`src/rtl/stoch_mean_multi.sv`:
```
// stoch_mean_multi: per-channel mean of stochastic bitstreams, block-window count or EMA.
// Latency: out/out_valid are registered and visible the cycle after the sampling edge.
// Backpressure: none; ENABLE low freezes all state and suppresses out_valid.
module stoch_mean_multi #(
    parameter int CH    = 4,
    parameter int N     = 8,
    parameter int SHIFT = 4
) (
    input  logic            CLK,
    input  logic            RESET,
    input  logic            INIT,
    input  logic            ENABLE,
    input  logic            mode,
    input  logic [N-1:0]    win_len,
    input  logic [CH-1:0]   in,
    input  logic [CH*N-1:0] START,
    output logic [CH*N-1:0] out,
    output logic            out_valid,
    output logic [N-1:0]    win_pos
);
    localparam int EW = N + SHIFT;
    // Full-scale sample contribution and the largest value an EMA accumulator can reach.
    localparam logic [EW-1:0] INC_ONE = {{SHIFT{1'b0}}, {N{1'b1}}};
    localparam logic [EW-1:0] EMA_MAX = {{N{1'b1}}, {SHIFT{1'b0}}};

    logic [N-1:0]  sum [CH];
    logic [EW-1:0] ema [CH];
    logic          mode_r;

    logic [N-1:0]  last_pos;
    logic          terminal;
    logic [N:0]    blk_total [CH];
    logic [EW-1:0] ema_next  [CH];

    // Last position of the window (zero length behaves as one); >= lets a shrink end the window early.
    always_comb begin
        last_pos = (win_len == '0) ? '0 : win_len - 1'b1;
        terminal = (win_pos >= last_pos);
    end

    // Per-channel candidates: block total including this sample, and the next EMA value.
    always_comb begin
        for (int c = 0; c < CH; c++) begin
            blk_total[c] = {1'b0, sum[c]} + {{N{1'b0}}, in[c]};
            ema_next[c]  = ema[c] - (ema[c] >> SHIFT) + (in[c] ? INC_ONE : '0);
        end
    end

    // Window counter, per-channel accumulators, output latch and mode latch.
    always_ff @(posedge CLK or posedge RESET) begin
        if (RESET) begin
            out       <= '0;
            out_valid <= 1'b0;
            win_pos   <= '0;
            mode_r    <= 1'b0;
            for (int c = 0; c < CH; c++) begin
                sum[c] <= '0;
                ema[c] <= '0;
            end
        end else if (INIT) begin
            out       <= START;
            out_valid <= 1'b0;
            win_pos   <= '0;
            mode_r    <= mode;
            for (int c = 0; c < CH; c++) begin
                sum[c] <= '0;
                ema[c] <= {START[c*N +: N], {SHIFT{1'b0}}};
            end
        end else if (!ENABLE) begin
            out_valid <= 1'b0;
        end else begin
            win_pos   <= terminal ? '0 : win_pos + 1'b1;
            out_valid <= terminal;
            if (!mode_r) begin
                for (int c = 0; c < CH; c++) begin
                    if (terminal) begin
                        out[c*N +: N] <= blk_total[c][N-1:0];
                        sum[c]        <= '0;
                        // Entering EMA: seed from the count just latched.
                        if (mode) begin
                            ema[c] <= {blk_total[c][N-1:0], {SHIFT{1'b0}}};
                        end
                    end else begin
                        sum[c] <= blk_total[c][N-1:0];
                    end
                end
            end else begin
                for (int c = 0; c < CH; c++) begin
                    ema[c]        <= ema_next[c];
                    out[c*N +: N] <= ema_next[c][EW-1:SHIFT];
                    if (terminal) begin
                        sum[c] <= '0;
                    end
                end
            end
            if (terminal) begin
                mode_r <= mode;
            end
        end
    end

    // Window length is at most 2^N-1 so the count fits; EMA stays within full scale.
    for (genvar g = 0; g < CH; g++) begin : g_chk
        assert property (@(posedge CLK) disable iff (RESET)
            (ENABLE && !INIT && !mode_r) |-> !blk_total[g][N]);
        assert property (@(posedge CLK) disable iff (RESET)
            ema[g] <= EMA_MAX);
    end

endmodule

```
`config.mk`:
```
export PLATFORM = sky130hd
export DESIGN_NAME = stoch_mean_multi
export DESIGN_NICKNAME = d
export VERILOG_FILES = /design/src/rtl/stoch_mean_multi.sv
export SDC_FILE = /design/constraint.sdc
export NUM_CORES = 1
export LEC_CHECK = 0
export ABC_AREA = 1
export CORE_ASPECT_RATIO = 0.8
export CORE_MARGIN = 3
export CORE_UTILIZATION = 64
export DETAILED_ROUTE_END_ITERATION = 10
export GPL_ROUTABILITY_DRIVEN = 1
export PLACE_DENSITY = 0.84
export RECOVER_POWER = 25
export SLEW_MARGIN = 20
export SYNTH_ARGS = -nofsm -noshare
export SYNTH_HDL_FRONTEND = slang
export SYNTH_SLANG_ARGS = --single-unit
```
`constraint.sdc`:
```
create_clock -name CLK -period 6.55 [get_ports CLK]
set_input_delay 1.31 -clock CLK [delete_from_list [all_inputs] [get_ports CLK]]
set_output_delay 1.31 -clock CLK [all_outputs]
set_load 0.01 [all_outputs]
```
Word-level counts from Yosys, hierarchy flattened
Cells that the tools add are included.
Word-level totals
  register bits: 122
  input port bits: 49
  output and inout port bits: 41
  word-level logic and storage cells: 76
Operators by class
  add/subtract/negate cells: 14
  order comparisons: 1
  eq/ne operators: 1
  multiplexer cells: 39
  reduce and logical (&&, ||, !) cells: 9
Operator list (number)
  two-way mux 32 bit: 6
  two-way mux 48 bit: 3
  two-way mux 8 bit: 17
  two-way mux 12 bit: 8
  adder 12 x 8 -> 12 bit: 4
  subtractor 12 x 8 -> 12 bit: 4
  adder 8 x 1 -> 8 bit: 4
  adder 8 x 1 -> 8 bit, second input constant: 1
  >= comparator 8 bit: 1
  zero test 8 bit: 1
  subtractor 8 x 1 -> 8 bit, second input constant: 1
  AND reduction 2 bit: 3
  nonzero test 3 bit: 2
  two-way mux 1 bit: 5
  nonzero test 2 bit: 2
  inequality test 3 x 2 -> 1 bit, second input constant: 1
  AND reduction 3 bit: 1

Logic depth before layout (Yosys ltp)
  word-level depth: 7
  gate-level depth with buffers: 19
  mapped depth without buffers: 18

Worst setup path after synthesis
OpenSTA, ideal clock, no wires.
  path kind: input to register
  start point: input win_len[1]
  end point: register ema[32] (netlist name)
  arrival time: 3.350 ns
  required time: 6.432 ns
  setup slack: 3.081 ns
  stages on the path: 18
  path buffers: 1
  cells stage by stage: nor2_1 -> nand2_1 -> nor2_1 -> inv_1 -> nor3_1 -> xor2_1 -> nand2_1 -> ha_1 -> nand2_1 -> nor2_4 -> nand4_4 -> nand4_4 -> nand2_4 -> inv_4 -> nand2_8 -> buf_8 -> nand2_1 -> o21ai_2
On the way
  word-level cells in the longest chain between the ends: 5
RTL lines
  start: declaration: RTL line 14  | input logic [N-1:0] win_len,
  subtractor 8 x 1 -> 8 bit / zero test 8 bit (equally long branches): RTL line 37  | last_pos = (win_len == '0) ? '0 : win_len - 1'b1;
  two-way mux 8 bit *: RTL line 37
  >= comparator 8 bit *: RTL line 38  | terminal = (win_pos >= last_pos);
  nonzero test 3 bit (no source line) *
  AND reduction 3 bit (no source line) *
  end signal: indexed assignment: RTL line 67  | ema[c] <= {START[c*N +: N], {SHIFT{1'b0}}};
  end signal: indexed assignment: RTL line 81  | ema[c] <= {blk_total[c][N-1:0], {SHIFT{1'b0}}};
  end signal: indexed assignment: RTL line 89  | ema[c] <= ema_next[c];
  end: declaration: RTL line 27  | logic [EW-1:0] ema [CH];
Mark *: on every way between the ends. The rest lies on a longest branch, timed or not.
A chain may end at the register's enable or synchronous reset.

Worst setup path after layout
  start point: input win_len[2]
  end point: register ema[8] (netlist name)
The elaborated chain is that of the path after synthesis.

==> out/qor.csv <==
stage;metric;value;unit
global_route;grt_pass1_wl;43820;um
global_route;grt_pass1_vias;8980;
setup_path;critical_path_buf_inv_count;3;
clocking;clkSlewWorstSetupHoldPaths;50;ps
global_route;overflow;0;
clocking;htreeDepth;4;
setup_path;critPathLaunchType;primary input;
drt;viasPerCell;5.462;
die;coreArea;15210;um^2
drt;avgRoutedWirePerCell;14.99;um
run_status;status;complete, but fails checks;
timing;post-route-period-util;70.14;%
yosys;synthArstFlopShare;100.0;%
cells_and_area;antenna_cells;0;
setup_path;required;6850;ps
drt;met3_wirelength;2223;um
power;power;5.085;mW
die;rows;40;
power;power_leakage;6.269;nW
yosys;ys_types;40;
yosys;postSynthAreaPerCell;6.844;um^2
cells_and_area;syn2layout_area_growth;14.84;%
drt;post-route-drc-count;0;
yosys;synth_edf_count;0;
setup_path;worstPathArrival;4900;ps
drt;met2_length;12040;um
worst_hold_path;min_from;ema[0];
timing;fin_hold_ws;478.7;ps
drt;drt_iter0_markers;963;
clocking;clock_path_buffers;2;
yosys;synth_area_leaders;dfrtp_1 (30%), nand2_1 (19%), inv_1 (9.4%);
setup_path;crit_path_start;win_len[2];
timing;relSlewSlack;-137.0;%
setup_path;critical_path.max_stage_delay;450;ps
place;hpwlAfterDp;19520;um
yosys;yosys-top-cells-count;nand2_1 (499), inv_1 (254), nand3_1 (144);
setup_path;cp_max_fo;46;
place;pre_cts_ws;1606;ps
run_status;violations;capacitance limit, slew limit;
die;start_util;66.40;%
timing;drv_slew;82;
clocking;insertion_delay;430;ps
yosys;synthFlopType;dfrtp_1;
setup_path;worstPathCellList;clkdlybuf4s50_1 -> nor2_1 -> nand2_1 -> nor2_1 -> inv_1 -> nor3_1 -> xor2_1 -> nand2_1 -> ha_1 -> nand2_1 -> nor2_4 -> nand2_1 -> nand4_4 -> nand2_4 -> inv_4 -> nand2_8 -> nand2_1 -> o21ai_2;
place;routabilityCongestion;0.9070;
place;dp.cells;1743;
global_route;gr-usage-all-layers;31.08;%
drt;firstDrtPassIters;6;
yosys;ys_ff_latch;122;
setup_path;crit_slowest_cell;clkdlybuf4s50_1;
drt;routed_wl;26540;um
clocking;hold_buffers;0;
die;dieArea;17340;um^2
timing;clock.fmax;0.2177;GHz
yosys;yosys.cell_count.top_type;nand2_1;
yosys;syn-num-nets;1623;
cells_and_area;final_cells;1770;
drt;highest_layer;met4;
yosys;synthCells;1476;
die;ioPinCount;90;
setup_path;reg2reg_from;win_pos[1];
yosys;synth_top_area_share;30.22;%
timing;period_needed;4594;ps
timing;rsz0062_at_grt;no;
drt;wl_met1;11830;um
flow_run;drv_cap;1;
yosys;yosysSeqAreaShare;30.22;%
timing;finalSetupViolCount;0;
power;power_density;438.3;nW/um^2
timing;fin_tns_setup;0;ps
timing;worst_slack;1956;ps
yosys;ys_warn_count;0;
setup_path;end_kind;flip-flop;
die;fp.dieW;146.5;um
clocking;cts_sinks;122;
timing;worstMarginPinSlew;3536;ps
timing;fin_worst_skew;5.970;ps
cells_and_area;drive_gt1_share;5.321;%
drt;ant_nets;0;
clocking;postCtsSetupBuffers;0;
timing;timing_hold_violations_final;0;
yosys;synth_area;10100;um^2
global_route;grt_max_degree;82;
global_route;antenna_found_initial;0;
cells_and_area;finalNetCount;1699;
worst_hold_path;hp-class;flip-flop to flip-flop;
setup_path;critPathTopFamily;simple AND/OR/NAND/NOR gates;
clocking;root_buffer;clkbuf_16;
drt;vias;9668;
clocking;cts_tree;yes;
die;dieHeight;118.4;um
clocking;cts-resized-gates;0;
place;port_buffers;89;
setup_path;crit_top_cell;nand2_1;
setup_path;path_class;primary input to flip-flop;
yosys;yosysTopAreaCell;dfrtp_1;
clocking;numCtsBuffers;17;
power;peakVddDrop;248.5;uV
[tightest hold or removal path: stages, from the launching register on]
cell and delay, ps:
dfrtp_1 340, nand2_1 60, nand2_1 50
[metrics by stage]
step                      cell area [um^2]  util [%]
final                                11600     76.25
after CTS                            11600     76.26
after global routing                 11600     76.25
after global placement               11080     72.82
after detailed placement             11080     72.82
after floorplan                      10100         -
[area by class of cell]
class	count	area, um^2
clock buffers	23	478.0
flip-flops and latches	122	3053
inverters	257	968.4
fillers	1212	3613
clock inverters	4	45.04
multi-input cells	1059	5858
well taps	210	262.8
repair buffers	95	935.9
[layer usage]
metal / track usage [%] / vias up
li1: - / 4761
met1: 44.18 / 4450
met2: 48.57 / 415
met3: 6.861 / 42
met4: 7.932 / 0
met5: 0 / -
[sequential cells by signal, summed over array words and instances (netlist names)]
register and flops:
mode_r 1, ema 48, out_valid 1, sum 32, out 32, win_pos 8
[power by group]
group | total, mW | switching [mW] | internal, mW
Combinational | 3.13 | 1.95 | 1.18
Sequential | 1.09 | 0.160 | 0.929
Clock | 0.871 | 0.333 | 0.538
[kinds of logic after synthesis]
kind of cell	count (synthesis)	share of synthesized area (%)
AND/OR/NAND/NOR	806	34.46
buffers and inverters	295	11.83
AO/OA/AOI/OAI	139	7.592
flip-flops	122	30.22
adder cells (fa/ha/maj)	98	14.52
XOR/XNOR	16	1.387
[layout by cell type (no fill, tap or decap), types with 16 or more instances in the layout]
| master | netlist | routed |
|---|---|---|
| nand2_1 | 499 | 499 |
| o21ai_1 | 18 | 17 |
| nor2_1 | 91 | 91 |
| ha_1 | 66 | 66 |
| nand3_1 | 144 | 144 |
| o21ai_0 | 54 | 54 |
| or2_2 | 25 | 25 |
| dfrtp_1 | 122 | 122 |
| a21oi_1 | 42 | 42 |
| nand4_1 | 16 | 16 |
| fa_1 | 32 | 32 |
| clkdlybuf4s50_1 | 0 | 88 |
| inv_1 | 254 | 253 |
| clkbuf_16 | 0 | 17 |
[path summary, 6_finish.rpt]
path / to / slack [ps] / cells after the start
max: ema[8] / 1960 / 18
min: ema[0] / 480 / 2
min reg2reg: ema[0] / 480 / 2
min in group asynchronous: sum[3] / 2370 / 2
max reg2reg: ema[8] / 3730 / 12
max in group asynchronous: ema[47] / 2470 / 3
(Power assumes the default switching activity.)
